===== config.mk =====
export PLATFORM = sky130hd
export DESIGN_NAME = instr_fetch
export DESIGN_NICKNAME = d
export VERILOG_FILES = /design/src/rtl/instr_fetch_pkg.sv /design/src/rtl/instr_fetch_if_fifo.sv /design/src/rtl/instr_fetch.sv
export SDC_FILE = /design/constraint.sdc
export NUM_CORES = 1
export LEC_CHECK = 0
export CAP_MARGIN = 20
export CORE_AREA = 2 2 148 150
export CTS_CLUSTER_DIAMETER = 100
export DETAILED_ROUTE_END_ITERATION = 8
export DIE_AREA = 0 0 150 152
export PLACE_DENSITY = 0.82
export SLEW_MARGIN = 5
export SYNTH_ARGS = -nofsm -noshare
export SYNTH_HDL_FRONTEND = slang
export SYNTH_SLANG_ARGS = --single-unit

===== constraint.sdc =====
create_clock -name clk -period 8.25 [get_ports clk]
set_clock_uncertainty 0.05 [all_clocks]
set_input_delay 1.65 -clock clk [delete_from_list [all_inputs] [get_ports clk]]
set_output_delay 1.65 -clock clk [all_outputs]
set_load 0.02 [all_outputs]

===== src/rtl/instr_fetch_pkg.sv =====
// Shared widths, constants and the fetch-buffer entry type for the instruction fetch front end.
package instr_fetch_pkg;

    localparam int unsigned INST_ADDR_W = 32;
    localparam int unsigned INST_W      = 32;

    localparam logic [INST_W-1:0]      INST_NOP         = 32'h0000_0013;
    localparam logic [INST_ADDR_W-1:0] RESET_PC_DEFAULT = 32'h0000_0000;

    typedef struct packed {
        logic [INST_ADDR_W-1:0] addr;
        logic [INST_W-1:0]      instr;
    } fetch_entry_t;

    function automatic logic [INST_ADDR_W-1:0] word_align(input logic [INST_ADDR_W-1:0] a);
        return {a[INST_ADDR_W-1:2], 2'b00};
    endfunction

endpackage


===== src/rtl/instr_fetch_if_fifo.sv =====
// Synchronous FIFO buffering returned fetch entries; flush takes priority over push and pop.
module if_fifo #(
    parameter int unsigned DEPTH = 2,
    parameter int unsigned WIDTH = 64,
    localparam int unsigned AW   = (DEPTH > 1) ? $clog2(DEPTH) : 1,
    localparam int unsigned CW   = $clog2(DEPTH + 1)
) (
    input  logic             clk,
    input  logic             rst_n,
    input  logic             push,
    input  logic             pop,
    input  logic             flush,
    input  logic [WIDTH-1:0] wdata,
    output logic [WIDTH-1:0] rdata,
    output logic             full,
    output logic             empty,
    output logic [CW-1:0]    count
);

    localparam logic [CW-1:0] FULL_CNT = CW'(DEPTH);

    logic [WIDTH-1:0] mem_q [DEPTH];
    logic [AW-1:0]    wr_ptr_q, wr_ptr_d;
    logic [AW-1:0]    rd_ptr_q, rd_ptr_d;
    logic [CW-1:0]    count_q, count_d;
    logic             do_push, do_pop;

    always_comb begin
        do_pop   = pop && (count_q != '0);
        do_push  = push && ((count_q != FULL_CNT) || do_pop);
        wr_ptr_d = wr_ptr_q;
        rd_ptr_d = rd_ptr_q;
        count_d  = count_q;
        if (flush) begin
            wr_ptr_d = '0;
            rd_ptr_d = '0;
            count_d  = '0;
        end else begin
            // DEPTH is a power of two, so pointers wrap by overflow
            if (do_push) wr_ptr_d = wr_ptr_q + 1'b1;
            if (do_pop)  rd_ptr_d = rd_ptr_q + 1'b1;
            case ({do_push, do_pop})
                2'b10:   count_d = count_q + 1'b1;
                2'b01:   count_d = count_q - 1'b1;
                default: count_d = count_q;
            endcase
        end
    end

    always_ff @(posedge clk or negedge rst_n) begin
        if (!rst_n) begin
            wr_ptr_q <= '0;
            rd_ptr_q <= '0;
            count_q  <= '0;
        end else begin
            wr_ptr_q <= wr_ptr_d;
            rd_ptr_q <= rd_ptr_d;
            count_q  <= count_d;
        end
    end

    always_ff @(posedge clk) begin
        if (do_push && !flush) mem_q[wr_ptr_q] <= wdata;
    end

    assign rdata = mem_q[rd_ptr_q];
    assign full  = (count_q == FULL_CNT);
    assign empty = (count_q == '0);
    assign count = count_q;

endmodule


===== src/rtl/instr_fetch.sv =====
// Instruction fetch front end: PC, request issue, response buffering and the registered output stage.
module instr_fetch
    import instr_fetch_pkg::*;
#(
    parameter logic [31:0] RESET_PC        = RESET_PC_DEFAULT,
    parameter int unsigned FIFO_DEPTH      = 2,
    parameter int unsigned MAX_OUTSTANDING = 2
) (
    input  logic        clk,
    input  logic        rst_n,
    output logic        if_mem_req_out,
    output logic [31:0] if_mem_addr_out,
    input  logic        if_mem_gnt_in,
    input  logic        if_mem_rvalid_in,
    input  logic [31:0] if_mem_rdata_in,
    input  logic        if_jump_en_in,
    input  logic [31:0] if_jump_addr_in,
    input  logic        if_hold_in,
    output logic [31:0] if_instr_addr_out,
    output logic [31:0] if_instr_out,
    output logic        if_instr_valid_out
);

    localparam int unsigned   CW        = $clog2(FIFO_DEPTH + 1);
    localparam logic [CW:0]   DEPTH_W   = (CW + 1)'(FIFO_DEPTH);
    localparam logic [CW-1:0] MAX_OUT_W = CW'(MAX_OUTSTANDING);

    logic [31:0]   pc_q, pc_d;
    logic [31:0]   resp_pc_q, resp_pc_d;
    logic [CW-1:0] outstanding_q, outstanding_d;
    logic [CW:0]   drop_q, drop_d;
    logic          started_q, started_d;
    logic          valid_q, valid_d;
    logic [31:0]   instr_q, instr_d;
    logic [31:0]   instr_addr_q, instr_addr_d;

    logic          req, issue, accept, load, bypass;
    logic          fifo_push, fifo_pop, fifo_full, fifo_empty;
    logic [CW-1:0] fifo_count;
    fetch_entry_t  fifo_wdata, fifo_rdata;

    if_fifo #(
        .DEPTH (FIFO_DEPTH),
        .WIDTH ($bits(fetch_entry_t))
    ) u_fifo (
        .clk   (clk),
        .rst_n (rst_n),
        .push  (fifo_push),
        .pop   (fifo_pop),
        .flush (if_jump_en_in),
        .wdata (fifo_wdata),
        .rdata (fifo_rdata),
        .full  (fifo_full),
        .empty (fifo_empty),
        .count (fifo_count)
    );

    // Room is reserved for every in-flight request so a response never meets a full FIFO
    always_comb begin
        req = started_q && !if_jump_en_in
              && (({1'b0, outstanding_q} + {1'b0, fifo_count}) < DEPTH_W)
              && (outstanding_q < MAX_OUT_W);
        issue      = req && if_mem_gnt_in;
        accept     = if_mem_rvalid_in && (drop_q == '0);
        load       = !valid_q || !if_hold_in;
        bypass     = load && fifo_empty && accept;
        fifo_pop   = load && !fifo_empty && !if_jump_en_in;
        fifo_push  = accept && !bypass && !fifo_full && !if_jump_en_in;
        fifo_wdata = '{addr: resp_pc_q, instr: if_mem_rdata_in};
    end

    always_comb begin
        started_d     = 1'b1;
        pc_d          = issue  ? pc_q + 32'd4 : pc_q;
        resp_pc_d     = accept ? resp_pc_q + 32'd4 : resp_pc_q;
        outstanding_d = outstanding_q;
        drop_d        = drop_q;
        valid_d       = valid_q;
        instr_d       = instr_q;
        instr_addr_d  = instr_addr_q;

        case ({issue, accept})
            2'b10:   outstanding_d = outstanding_q + 1'b1;
            2'b01:   outstanding_d = outstanding_q - 1'b1;
            default: outstanding_d = outstanding_q;
        endcase
        if (if_mem_rvalid_in && (drop_q != '0)) drop_d = drop_q - 1'b1;

        if (load) begin
            if (!fifo_empty) begin
                valid_d      = 1'b1;
                instr_d      = fifo_rdata.instr;
                instr_addr_d = fifo_rdata.addr;
            end else if (accept) begin
                valid_d      = 1'b1;
                instr_d      = if_mem_rdata_in;
                instr_addr_d = resp_pc_q;
            end else begin
                valid_d = 1'b0;
                instr_d = INST_NOP;
            end
        end

        // A response landing on the jump cycle retires the oldest in-flight request
        if (if_jump_en_in) begin
            pc_d          = word_align(if_jump_addr_in);
            resp_pc_d     = word_align(if_jump_addr_in);
            outstanding_d = '0;
            drop_d        = drop_q + (CW + 1)'(outstanding_q) - (CW + 1)'(if_mem_rvalid_in);
            valid_d       = 1'b0;
            instr_d       = INST_NOP;
            instr_addr_d  = instr_addr_q;
        end
    end

    always_ff @(posedge clk or negedge rst_n) begin
        if (!rst_n) begin
            started_q     <= 1'b0;
            pc_q          <= word_align(RESET_PC);
            resp_pc_q     <= word_align(RESET_PC);
            outstanding_q <= '0;
            drop_q        <= '0;
            valid_q       <= 1'b0;
            instr_q       <= INST_NOP;
            instr_addr_q  <= '0;
        end else begin
            started_q     <= started_d;
            pc_q          <= pc_d;
            resp_pc_q     <= resp_pc_d;
            outstanding_q <= outstanding_d;
            drop_q        <= drop_d;
            valid_q       <= valid_d;
            instr_q       <= instr_d;
            instr_addr_q  <= instr_addr_d;
        end
    end

    assign if_mem_req_out     = req;
    assign if_mem_addr_out    = pc_q;
    assign if_instr_addr_out  = instr_addr_q;
    assign if_instr_out       = instr_q;
    assign if_instr_valid_out = valid_q;

endmodule


==> results.md <==
* Sw Pwr at around 1000 uW
* Fin util at 65.3%
* CP Launch Point: if_jump_en_in
* Final setup viols at 0
* Delay-heaviest family, CP: buffers and inverters
* Met3 usage at under 10%
* Synthesized area at 0.0112 sq mm
* Fin. Hold Viols at 0
* Initial DRC Count at 560
* DP Area at 0.0130 sq mm
* CTS tree: done
* Clock Power Share at 32.9%
* DR WL/cell at 18.4 um
* Layout cell share with drive strength beyond 1 at 7.48%
* FMAX at 0.195 GHz
* Largest net degree at the start of global routing at between 70 and 80
* Worst-skew pair later-pin latency at around 0.53 ns
* Unrepaired setup endpoints after global routing: false
* Reg2reg end: if_mem_addr_out[26]
* Met2 Use GR at 35.6%
* N_diodes at 0
* Via density at 5.80
* Hold slack at ~0.42 ns
* # port buffers at 161
* Max Cap Violations at 0
* Critical Path Max Stage Delay at 0.63 ns
* Critical path depth at 5
* Worst Path Arrival at 3.43 ns
* Setup TNS at 0 ns
* Num CTS Buffers at 26
* Top Ports at 168
* WP data required at 6.55 ns
* Worst Tran Pin Value at 1.02 ns
* Worst r2r path cells at 8
* Row cnt at 54
* Chip width at 150 um
* Via count at 8057
* R2R setup slack at slightly above 5 ns
* Main synth FF type: dfrtp_1
* Yosys reg bits at 257
* Initial Util at a little over half
* Die span in y at 152 um
* First-pass GRT wire length at approximately 41 mm
* Clock buffer depth at 3
* Crit path capture: if_mem_req_out
* Rel. slew slack at approximately a third
* Status: completed
* Startpoint types: primary input
* Net Sw Frac at 28.7%
* GRT Max-Usage Layer: met2
* Minimum clock period at roughly 5 ns
* Internal power at between 2000 and 2500 uW
* CTS-repair resized insts at 0
* CP cell instances: buf_2 -> buf_4 -> nor4b_2 -> nor2b_1 -> clkdlybuf4s50_1
* Die area at 0.0228 sq mm
* P&R area growth vs syn at 24.1%
* DRT antenna net count at 0
* CP endpoint kind: primary output
* Tot GR Track Use at 22.5%
* Final max-slew violation count at 0
* Most frequent cells in the layout: 159 x clkdlybuf4s50_1, 129 x dfrtp_1, 124 x edfxtp_1
* Sequential share of the synthesized area at between 60% and 70%
* Combinational power share at between 20% and 30%
* Commonest non-fill, non-tap cell in the layout: clkdlybuf4s50_1
* Total power at 3500 uW
* Tightest Hold Check Type: register to register
* Detailed Routing Iterations Pass 1 at 4
* Reg2reg start: u_fifo.count[0]
* Hold_buf cts at 0
* Power Density at 251 mW/mm^2
* Cells after Synth at about 940
* Flop pwr share at 45.9%
* Gr ovfl total at 0
* Clock Sinks at between 200 and 300
* Crit-path max FO at 77
* Vias in the first global route at 8030
* Clock Pin Slew Worst Setup and Hold Paths at 0.06 ns
* Placer Congestion at around 0.85
* Library cells used by synthesis at 54
* Post-CTS setup buffer count at 0
* WP buf/inv at 3
* Critical path type: primary input to primary output
* Core Area at 0.0214 sq mm
* HPWL after detailed placement at approximately 16 mm
* Final Cycle Share at 62.2%
* Drt total wl at 25.5 mm
* NumNets Final at 1169
* H-tree levels at 1
* Avg Cell Area, Syn at 11.9 sq um
* Root Driver: clkbuf_16
* Async set or reset register ratio after synthesis at 51.8%
* Antenna violations before repair at 0
* Post-layout instance area at 0.0139 sq mm
* Ys Warns at 0
* Met1 usage at 32.3%
* Max VDD drop at approximately 0.15 mV
* DR DRC count at 0
* Lkg Pwr at 0.00519 uW
* Number of flops mapped to enable cells by yosys at about 120
* CP max stage cell: clkdlybuf4s50_1
[how the worst min path moves through the flow]
stage | start | to | slack (ns) | depth (start not counted)
floorplan | resp_pc_q[13] | u_fifo.mem_q[0][45] | 0.39 | 0
global placement | if_instr_addr_out[2] | if_instr_addr_out[2] | 0.41 | 2
detailed placement | if_instr_addr_out[6] | if_instr_addr_out[6] | 0.42 | 2
CTS | if_instr_addr_out[6] | if_instr_addr_out[6] | 0.43 | 2
global route | if_instr_addr_out[5] | if_instr_addr_out[5] | 0.46 | 2
finish | if_instr_addr_out[6] | if_instr_addr_out[6] | 0.42 | 2
[cell families (layout without fill, tap and decap cells)]
group,count (synthesis),count (layout),share of synthesized area (%)
and+or+nand+nor,289,289,12.5
DFF,257,257,62.8
AOI/OAI and AO/OA,200,200,11.2
buffers and inverters,77,243,3.15
muxes,67,67,6.05
xor gates and xnor gates,40,40,3.12
adders and majority gates,9,9,1.14
other,2,5,0.0668
[worst min-delay path, stage by stage, from the launching register on]
cell	delay [ns]
dfrtp_1	0.34
nand2_1	0.04
o21ai_0	0.06
[through the flow]
step                      instances  setup slack [ns]
final                          1390              3.12
after floorplan                 944             0.797
after global placement         1339              3.18
after CTS                      1387              3.12
after detailed placement       1339              3.17
after global routing           1390              2.99
[Yosys cell counts (all sizes together), types with 13 or more instances]
cell,count,area (sq um)
xor2,27,236
xnor2,13,114
inv,18,67.6
o211ai,19,143
nand3,30,150
nor2,86,323
a21oi,48,240
o21ai,79,395
nand2,93,349
clkbuf,32,120
a221o,29,290
mux2i,60,601
buf,26,163
edfxtp,124,3720
nand4,29,188
dfrtp,130,3250
[registers in the layout, summed over array words and instances, names as in the netlist, 2 cells and up]
| register | cells |
|---|---|
| if_instr_addr_out | 30 |
| u_fifo.mem_q | 124 |
| if_instr_out | 32 |
| if_mem_addr_out | 30 |
| resp_pc_q | 30 |
| drop_q | 3 |
| outstanding_q | 2 |
| u_fifo.count | 2 |
[per-layer routing]
layer  wire [um]  vias up
met1       11000     3946
met2       12100      327
met3        2050       36
li1            -     3748
met4         401        0
met5           0        -
[power groups by stage]
| stage | combinational (uW) | clock (uW) | sequential (uW) |
|---|---|---|---|
| floorplan | 281 | 0 | 1730 |
| global placement | 713 | 0 | 1630 |
| detailed placement | 735 | 0 | 1640 |
| CTS | 740 | 1180 | 1610 |
| global route | 810 | 1230 | 1630 |
| finish | 743 | 1150 | 1610 |
[layout make-up]
| type | instances | area [sq um] |
|---|---|---|
| inverter | 19 | 71.3 |
| clock buffer | 32 | 704 |
| clock inverter | 16 | 139 |
| tap | 280 | 350 |
| timing repair buffer | 176 | 1760 |
| sequential | 257 | 7060 |
| fill | 1586 | 7400 |
| multi-input combinational | 610 | 3860 |
Note: power is estimated with default switching activity, not from simulation.
